`src/rtl/pipe_ctrl_if.sv`:
```
`default_nettype none
// ============================================================================
// Module      : pipe_ctrl_if
// Description : Bundle of hazard/stall signals exchanged between the five-
//               stage pipeline datapath and its pipeline controller.
//               master : datapath side (drives hazard info, receives enables)
//               slave  : controller side (pipe_ctrl)
//               Hazard inputs : rs_ID, rt_ID, uses_rt_ID, MemRead_EX, Wreg_EX,
//                               Branch_taken_EX, Jump_ID, mem_req_MEM,
//                               mem_ready
//               Control outs  : pc_en, if_id_en, id_ex_en, ex_mem_en,
//                               mem_wb_en, if_id_clr, id_ex_clr, ex_mem_clr,
//                               mem_wb_clr, mem_timeout, stall_cycles
// Revision    : 1.0 - initial release
// ============================================================================
interface pipe_ctrl_if;
    logic [4:0]  rs_ID;
    logic [4:0]  rt_ID;
    logic        uses_rt_ID;
    logic        MemRead_EX;
    logic [4:0]  Wreg_EX;
    logic        Branch_taken_EX;
    logic        Jump_ID;
    logic        mem_req_MEM;
    logic        mem_ready;

    logic        pc_en;
    logic        if_id_en;
    logic        id_ex_en;
    logic        ex_mem_en;
    logic        mem_wb_en;
    logic        if_id_clr;
    logic        id_ex_clr;
    logic        ex_mem_clr;
    logic        mem_wb_clr;
    logic        mem_timeout;
    logic [15:0] stall_cycles;

    modport master (
        output rs_ID, rt_ID, uses_rt_ID, MemRead_EX, Wreg_EX,
               Branch_taken_EX, Jump_ID, mem_req_MEM, mem_ready,
        input  pc_en, if_id_en, id_ex_en, ex_mem_en, mem_wb_en,
               if_id_clr, id_ex_clr, ex_mem_clr, mem_wb_clr,
               mem_timeout, stall_cycles
    );

    modport slave (
        input  rs_ID, rt_ID, uses_rt_ID, MemRead_EX, Wreg_EX,
               Branch_taken_EX, Jump_ID, mem_req_MEM, mem_ready,
        output pc_en, if_id_en, id_ex_en, ex_mem_en, mem_wb_en,
               if_id_clr, id_ex_clr, ex_mem_clr, mem_wb_clr,
               mem_timeout, stall_cycles
    );
endinterface
`default_nettype wire

```
`src/rtl/pipe_ctrl.sv`:
```
`default_nettype none
// ============================================================================
// Module      : pipe_ctrl
// Description : Stall/flush controller for a five-stage pipeline. Resolves
//               memory waits, taken branches, load-use hazards and jumps
//               into per-stage load-enable and bubble-insert controls, with
//               a memory-wait watchdog and a saturating stall counter.
// Ports       : clk  - clock, rising edge
//               rst  - asynchronous reset, active low
//               bus  - pipe_ctrl_if.slave (hazard inputs, stage controls,
//                      mem_timeout flag, stall_cycles counter)
// Revision    : 1.0 - initial release
// ============================================================================
module pipe_ctrl (
    input  wire logic  clk,
    input  wire logic  rst,
    pipe_ctrl_if.slave bus
);

    typedef enum logic [1:0] {
        ST_RUN  = 2'd0,
        ST_WAIT = 2'd1,
        ST_ERR  = 2'd2
    } state_t;

    // Number of WAIT cycles tolerated before declaring a memory timeout.
    localparam logic [7:0]  WAIT_LIMIT = 8'd255;
    localparam logic [15:0] STALL_MAX  = 16'hFFFF;

    state_t      state_q, state_d;
    logic [7:0]  wait_cnt_q, wait_cnt_d;
    logic [15:0] stall_q, stall_d;

    logic mem_wait;
    logic load_use;

    logic pc_en, if_id_en, id_ex_en, ex_mem_en, mem_wb_en;
    logic if_id_clr, id_ex_clr, ex_mem_clr, mem_wb_clr;

    // ------------------------------------------------------------------
    // Hazard detection
    // ------------------------------------------------------------------
    always_comb begin
        mem_wait = bus.mem_req_MEM & ~bus.mem_ready;
        // r0 is hard-wired zero, so a load targeting it never creates a hazard.
        load_use = bus.MemRead_EX && (bus.Wreg_EX != 5'd0) &&
                   ((bus.Wreg_EX == bus.rs_ID) ||
                    (bus.uses_rt_ID && (bus.Wreg_EX == bus.rt_ID)));
    end

    // ------------------------------------------------------------------
    // Stage controls: priority ERR > memory wait > branch > load-use > jump
    // ------------------------------------------------------------------
    always_comb begin
        pc_en      = 1'b1;
        if_id_en   = 1'b1;
        id_ex_en   = 1'b1;
        ex_mem_en  = 1'b1;
        mem_wb_en  = 1'b1;
        if_id_clr  = 1'b0;
        id_ex_clr  = 1'b0;
        ex_mem_clr = 1'b0;
        mem_wb_clr = 1'b0;

        if (!rst || (state_q == ST_ERR)) begin
            // Freeze everything: during reset and after a memory timeout.
            pc_en     = 1'b0;
            if_id_en  = 1'b0;
            id_ex_en  = 1'b0;
            ex_mem_en = 1'b0;
            mem_wb_en = 1'b0;
        end else if (mem_wait) begin
            // Hold the front of the pipe; WB receives a bubble meanwhile.
            pc_en      = 1'b0;
            if_id_en   = 1'b0;
            id_ex_en   = 1'b0;
            ex_mem_en  = 1'b0;
            mem_wb_clr = 1'b1;
        end else if (bus.Branch_taken_EX) begin
            // Squash the two younger instructions (also kills any load-use).
            if_id_clr = 1'b1;
            id_ex_clr = 1'b1;
        end else if (load_use) begin
            // Hold IF/ID one cycle and send a bubble into EX.
            pc_en     = 1'b0;
            if_id_en  = 1'b0;
            id_ex_clr = 1'b1;
        end else if (bus.Jump_ID) begin
            if_id_clr = 1'b1;
        end
    end

    // ------------------------------------------------------------------
    // Next state, wait watchdog and stall counter
    // ------------------------------------------------------------------
    always_comb begin
        state_d    = state_q;
        wait_cnt_d = wait_cnt_q;

        case (state_q)
            ST_RUN: begin
                if (mem_wait) begin
                    state_d    = ST_WAIT;
                    wait_cnt_d = 8'd0;
                end
            end
            ST_WAIT: begin
                if (!mem_wait) begin
                    state_d = ST_RUN;
                end else begin
                    wait_cnt_d = wait_cnt_q + 8'd1;
                    if (wait_cnt_q == (WAIT_LIMIT - 8'd1)) begin
                        state_d = ST_ERR;
                    end
                end
            end
            ST_ERR: begin
                state_d = ST_ERR;
            end
            default: begin
                state_d    = ST_RUN;
                wait_cnt_d = 8'd0;
            end
        endcase

        stall_d = stall_q;
        if (!pc_en && (stall_q != STALL_MAX)) begin
            stall_d = stall_q + 16'd1;
        end
    end

    always_ff @(posedge clk or negedge rst) begin
        if (!rst) begin
            state_q    <= ST_RUN;
            wait_cnt_q <= 8'd0;
            stall_q    <= 16'd0;
        end else begin
            state_q    <= state_d;
            wait_cnt_q <= wait_cnt_d;
            stall_q    <= stall_d;
        end
    end

    // ------------------------------------------------------------------
    // Output mapping
    // ------------------------------------------------------------------
    assign bus.pc_en        = pc_en;
    assign bus.if_id_en     = if_id_en;
    assign bus.id_ex_en     = id_ex_en;
    assign bus.ex_mem_en    = ex_mem_en;
    assign bus.mem_wb_en    = mem_wb_en;
    assign bus.if_id_clr    = if_id_clr;
    assign bus.id_ex_clr    = id_ex_clr;
    assign bus.ex_mem_clr   = ex_mem_clr;
    assign bus.mem_wb_clr   = mem_wb_clr;
    // ERR is only left through reset, so the state itself is the sticky flag.
    assign bus.mem_timeout  = (state_q == ST_ERR);
    assign bus.stall_cycles = stall_q;

endmodule
`default_nettype wire
```
`src/flat_wrapper.sv`:
```
// flat-port wrapper written by rule: the top's interface ports become plain ports
module pipe_ctrl_flat 
  (clk, rst, bus_rs_ID, bus_rt_ID, bus_uses_rt_ID, bus_MemRead_EX, bus_Wreg_EX, bus_Branch_taken_EX, bus_Jump_ID, bus_mem_req_MEM, bus_mem_ready, bus_pc_en, bus_if_id_en, bus_id_ex_en, bus_ex_mem_en, bus_mem_wb_en, bus_if_id_clr, bus_id_ex_clr, bus_ex_mem_clr, bus_mem_wb_clr, bus_mem_timeout, bus_stall_cycles);
  pipe_ctrl_if bus_i ();
  input  wire logic clk;
  input  wire logic rst;
  input wire logic [$bits(bus_i.rs_ID)-1:0] bus_rs_ID;
  input wire logic [$bits(bus_i.rt_ID)-1:0] bus_rt_ID;
  input wire logic [$bits(bus_i.uses_rt_ID)-1:0] bus_uses_rt_ID;
  input wire logic [$bits(bus_i.MemRead_EX)-1:0] bus_MemRead_EX;
  input wire logic [$bits(bus_i.Wreg_EX)-1:0] bus_Wreg_EX;
  input wire logic [$bits(bus_i.Branch_taken_EX)-1:0] bus_Branch_taken_EX;
  input wire logic [$bits(bus_i.Jump_ID)-1:0] bus_Jump_ID;
  input wire logic [$bits(bus_i.mem_req_MEM)-1:0] bus_mem_req_MEM;
  input wire logic [$bits(bus_i.mem_ready)-1:0] bus_mem_ready;
  output wire logic [$bits(bus_i.pc_en)-1:0] bus_pc_en;
  output wire logic [$bits(bus_i.if_id_en)-1:0] bus_if_id_en;
  output wire logic [$bits(bus_i.id_ex_en)-1:0] bus_id_ex_en;
  output wire logic [$bits(bus_i.ex_mem_en)-1:0] bus_ex_mem_en;
  output wire logic [$bits(bus_i.mem_wb_en)-1:0] bus_mem_wb_en;
  output wire logic [$bits(bus_i.if_id_clr)-1:0] bus_if_id_clr;
  output wire logic [$bits(bus_i.id_ex_clr)-1:0] bus_id_ex_clr;
  output wire logic [$bits(bus_i.ex_mem_clr)-1:0] bus_ex_mem_clr;
  output wire logic [$bits(bus_i.mem_wb_clr)-1:0] bus_mem_wb_clr;
  output wire logic [$bits(bus_i.mem_timeout)-1:0] bus_mem_timeout;
  output wire logic [$bits(bus_i.stall_cycles)-1:0] bus_stall_cycles;
  assign bus_i.rs_ID = bus_rs_ID;
  assign bus_i.rt_ID = bus_rt_ID;
  assign bus_i.uses_rt_ID = bus_uses_rt_ID;
  assign bus_i.MemRead_EX = bus_MemRead_EX;
  assign bus_i.Wreg_EX = bus_Wreg_EX;
  assign bus_i.Branch_taken_EX = bus_Branch_taken_EX;
  assign bus_i.Jump_ID = bus_Jump_ID;
  assign bus_i.mem_req_MEM = bus_mem_req_MEM;
  assign bus_i.mem_ready = bus_mem_ready;
  assign bus_pc_en = bus_i.pc_en;
  assign bus_if_id_en = bus_i.if_id_en;
  assign bus_id_ex_en = bus_i.id_ex_en;
  assign bus_ex_mem_en = bus_i.ex_mem_en;
  assign bus_mem_wb_en = bus_i.mem_wb_en;
  assign bus_if_id_clr = bus_i.if_id_clr;
  assign bus_id_ex_clr = bus_i.id_ex_clr;
  assign bus_ex_mem_clr = bus_i.ex_mem_clr;
  assign bus_mem_wb_clr = bus_i.mem_wb_clr;
  assign bus_mem_timeout = bus_i.mem_timeout;
  assign bus_stall_cycles = bus_i.stall_cycles;
  pipe_ctrl u_core (.clk(clk), .rst(rst), .bus(bus_i));
endmodule
```
`config.mk`:
```
export PLATFORM = sky130hd
export DESIGN_NAME = pipe_ctrl_flat
export DESIGN_NICKNAME = d
export VERILOG_FILES = /design/src/rtl/pipe_ctrl_if.sv /design/src/rtl/pipe_ctrl.sv /design/src/flat_wrapper.sv
export SDC_FILE = /design/constraint.sdc
export NUM_CORES = 1
export LEC_CHECK = 0
export CORE_MARGIN = 8
export CORE_UTILIZATION = 46
export DETAILED_ROUTE_END_ITERATION = 12
export PLACE_DENSITY = 0.79
export SETUP_SLACK_MARGIN = 0.02
export SYNTH_ARGS = -nofsm -noshare
export SYNTH_HDL_FRONTEND = slang
export SYNTH_SLANG_ARGS = --single-unit
```
`constraint.sdc`:
```
create_clock -name clk -period 2.04 [get_ports clk]
set_input_delay 0.306 -clock clk [delete_from_list [all_inputs] [get_ports clk]]
set_output_delay 0.306 -clock clk [all_outputs]
set_load 0.03 [all_outputs]
```
==> impl_metrics.csv <==
group,metric,value,unit
floorplan,start_util,47.5,%
power,powerDensity,771,nW/um2
synthesis,synth_common_cells,"dfrtp_1 (26), nand3_1 (15), xnor2_1 (15)",
cells_and_area,instances_no_fill,277,
synthesis,synth_edf_count,0,
setup_path,start_kind,"input pin",
floorplan,die-area,5550,um2
placement,io_buffers,47,
timing,fin_ws,59.9,ps
cts,cts_max_path_buffers,2,
synthesis,yosysMostFrequentCell,"dfrtp_1",
synthesis,synthCells,170,
cts,cts_root_buf,"clkbuf_4",
synthesis,yosys_warnings,0,
worst_hold_path,hp-class,"input pin to async pin",
route,antenna_left,0,
route,drt-total-wl,4.43,mm
setup_path,slowest_stage,"or4_4",
setup_path,crit_chain,"buf_6 > buf_6 > or4_4 > o21ai_4 > buf_4 > o31ai_4 > inv_2 > buf_6",
placement,dp_cells,269,
timing,fin_crit,1980,ps
timing,finClkSkew,5.49,ps
route,wire_per_inst,16.0,um
setup_path,critPathTopFamily,"buffers and inverters",
global_route,grt-ovfl-total,0,
route,drc,0,
cells_and_area,n_antenna_cell,0,
placement,postPlaceCellArea,2150,um2
floorplan,core-area,3310,um2
synthesis,synth.top_cells.by_area,"dfrtp_1 (41%), xnor2_1 (8.3%), xor2_1 (5.0%)",
cts,hold_buffers,0,
cts,cts_sinks,26,
global_route,grt_pass1_wl,7.12,mm
cts,clock_latency,330,ps
power,p_leak,1.06,nW
placement,dpl.hpwl,3.37,mm
setup_path,cpMostUsedCell,"buf_6",
synthesis,synth_ff_type,"dfrtp_1",
floorplan,dieWidth,74.5,um
run_status,outcome,"finished, final reports clean",
cts,htree_levels,1,
synthesis,synth_top_area_share,41.3,%
timing,setup_tns,0,ps
power,power,1.76,mW
cts,clk_pin_slew,160,ps
route,drt_pass1_iterations,4,
cts,cts_tree,"built",
global_route,grt_pass1_vias,1593,
timing,final_hold_viol_count,0,
job,max_cap_viol_count,0,
timing,fmax,505,MHz
route,viasPerCell,5.33,
setup_path,cp_slowest_stage_delay,550,ps
setup_path,cp.arrival,1670,ps
setup_path,cp_num_buf_inv,5,
cells_and_area,final_core_util,68.8,%
cells_and_area,nFillCells,287,
synthesis,ys_ff_latch,26,
floorplan,rows,21,
cts,numCtsBuffers,3,
route,vias,1477,
global_route,grt_max_degree,27,
placement,place_ws,-379,ps
route,first_iter_violations,112,
setup_path,path_class,"input pin to primary output",
cells_and_area,drive_gt1_share,22.5,%
synthesis,syn_nets,196,
synthesis,synthArstFlopShare,100,%
timing,slew_viol_final,0,
synthesis,yosysTopAreaCell,"dfrtp_1",
setup_path,path_max_fanout,2,
floorplan,io_pins,49,
power,peakVddDrop,394,uV
synthesis,ys_seq_area_share,41.3,%
synthesis,syn_area,1570,um2
timing,hold_ws,351,ps
placement,gp_congestion,0.855,
synthesis,synth.distinct_cells,39,
cells_and_area,syn_to_final_growth,44.7,%
timing,setup_viol,0,
cells_and_area,num-nets-final,258,
cells_and_area,finalInstanceArea,2280,um2
global_route,antenna_found_initial,0,
global_route,grt_use_total,16.3,%
timing,rsz0062_at_grt,"yes",
timing,period_share,97.1,%
setup_path,cp-end-kind,"primary output",
synthesis,synth_area_per_cell,9.26,um2
floorplan,die_height,74.5,um
setup_path,required,1730,ps
-- sequential cells by signal, summed over array words and instances, names as in the netlist --
signal	flops
u_core.wait_cnt_q	8
u_core.state_q	2
u_core.bus.stall_cycles	16
-- final cells by class --
class | instances | area [um2] | area share [%]
Clock buffer | 3 | 22.5 | 0.989
Inverter | 6 | 22.5 | 0.989
Timing Repair Buffer | 66 | 588 | 25.8
Sequential cell | 26 | 654 | 28.7
Tap cell | 46 | 57.6 | 2.53
Multi-Input combinational cell | 129 | 902 | 39.6
Clock inverter | 1 | 30.0 | 1.32
-- placed cells by master (no fill, tap or decap), types with 6 or more instances in the layout --
cell / n
clkdlybuf4s50_1: 23
buf_4: 23
dfrtp_1: 23
nand3_1: 15
xnor2_1: 14
nand2_1: 13
and3_1: 10
xor2_1: 9
nor2_1: 8
o21ai_0: 7
nand4_1: 6
dlygate4sd2_1: 6
-- what timing repair did --
action | CTS | global route
gates resized for setup | 41 | 7
pin swaps | 15 | 7
setup buffers | 1 | 3
endpoints found under the setup margin | 11 | 7
endpoints found under the hold margin | 0 | 0
-- logic make-up after synthesis --
kind of cell / after synthesis / share of synthesized area, %
muxes: 4 / 2.78
other: 1 / 0.238
and+or+nand+nor: 69 / 22.8
buffers and inverters: 15 / 4.61
adders and majority gates: 3 / 2.38
xor gates and xnor gates: 24 / 13.4
AOI/OAI and AO/OA: 28 / 12.5
DFF: 26 / 41.3
-- worst register-to-register path, stage by stage (launching register included) --
cell     delay (ps)
dfrtp_2         430
ha_1            190
and4_1          230
nand2_1          90
or3_1           400
nand2_1         120
mux2_1          320
-- per-layer routing --
metal	wire length (um)	global-route usage [%]	vias to the layer above
met2	2340	29.1	46
met5	0	0	-
met4	70	6.96	0
li1	-	-	720
met3	215	2.96	6
met1	1800	18.3	705
-- where the power goes --
group	internal (mW)	switching, mW	leakage, nW	total [mW]
combinational	0.309	0.341	0.695	0.650
clock	0.199	0.167	0.0279	0.366
sequential	0.616	0.124	0.340	0.740
total	1.12	0.632	1.06	1.76
-- worst paths after layout --
path | start | to | slack (ps) | depth (start not counted)
hold reg to reg | u_core.bus.stall_cycles[10]$_DFFE_PN0P_ | u_core.bus.stall_cycles[10]$_DFFE_PN0P_ | 510 | 1
max in group asynchronous | rst | u_core.state_q[1]$_DFFE_PN0P_ | 1420 | 2
hold / removal | rst | u_core.bus.stall_cycles[2]$_DFFE_PN0P_ | 350 | 2
min in group clk | u_core.bus.stall_cycles[10]$_DFFE_PN0P_ | u_core.bus.stall_cycles[10]$_DFFE_PN0P_ | 510 | 1
setup reg to reg | u_core.bus.stall_cycles[0]$_DFFE_PN0P_ | u_core.bus.stall_cycles[1]$_DFFE_PN0P_ | 170 | 6
setup / recovery | bus_Wreg_EX[4] | bus_pc_en | 60 | 8
(Power assumes the default switching activity.)
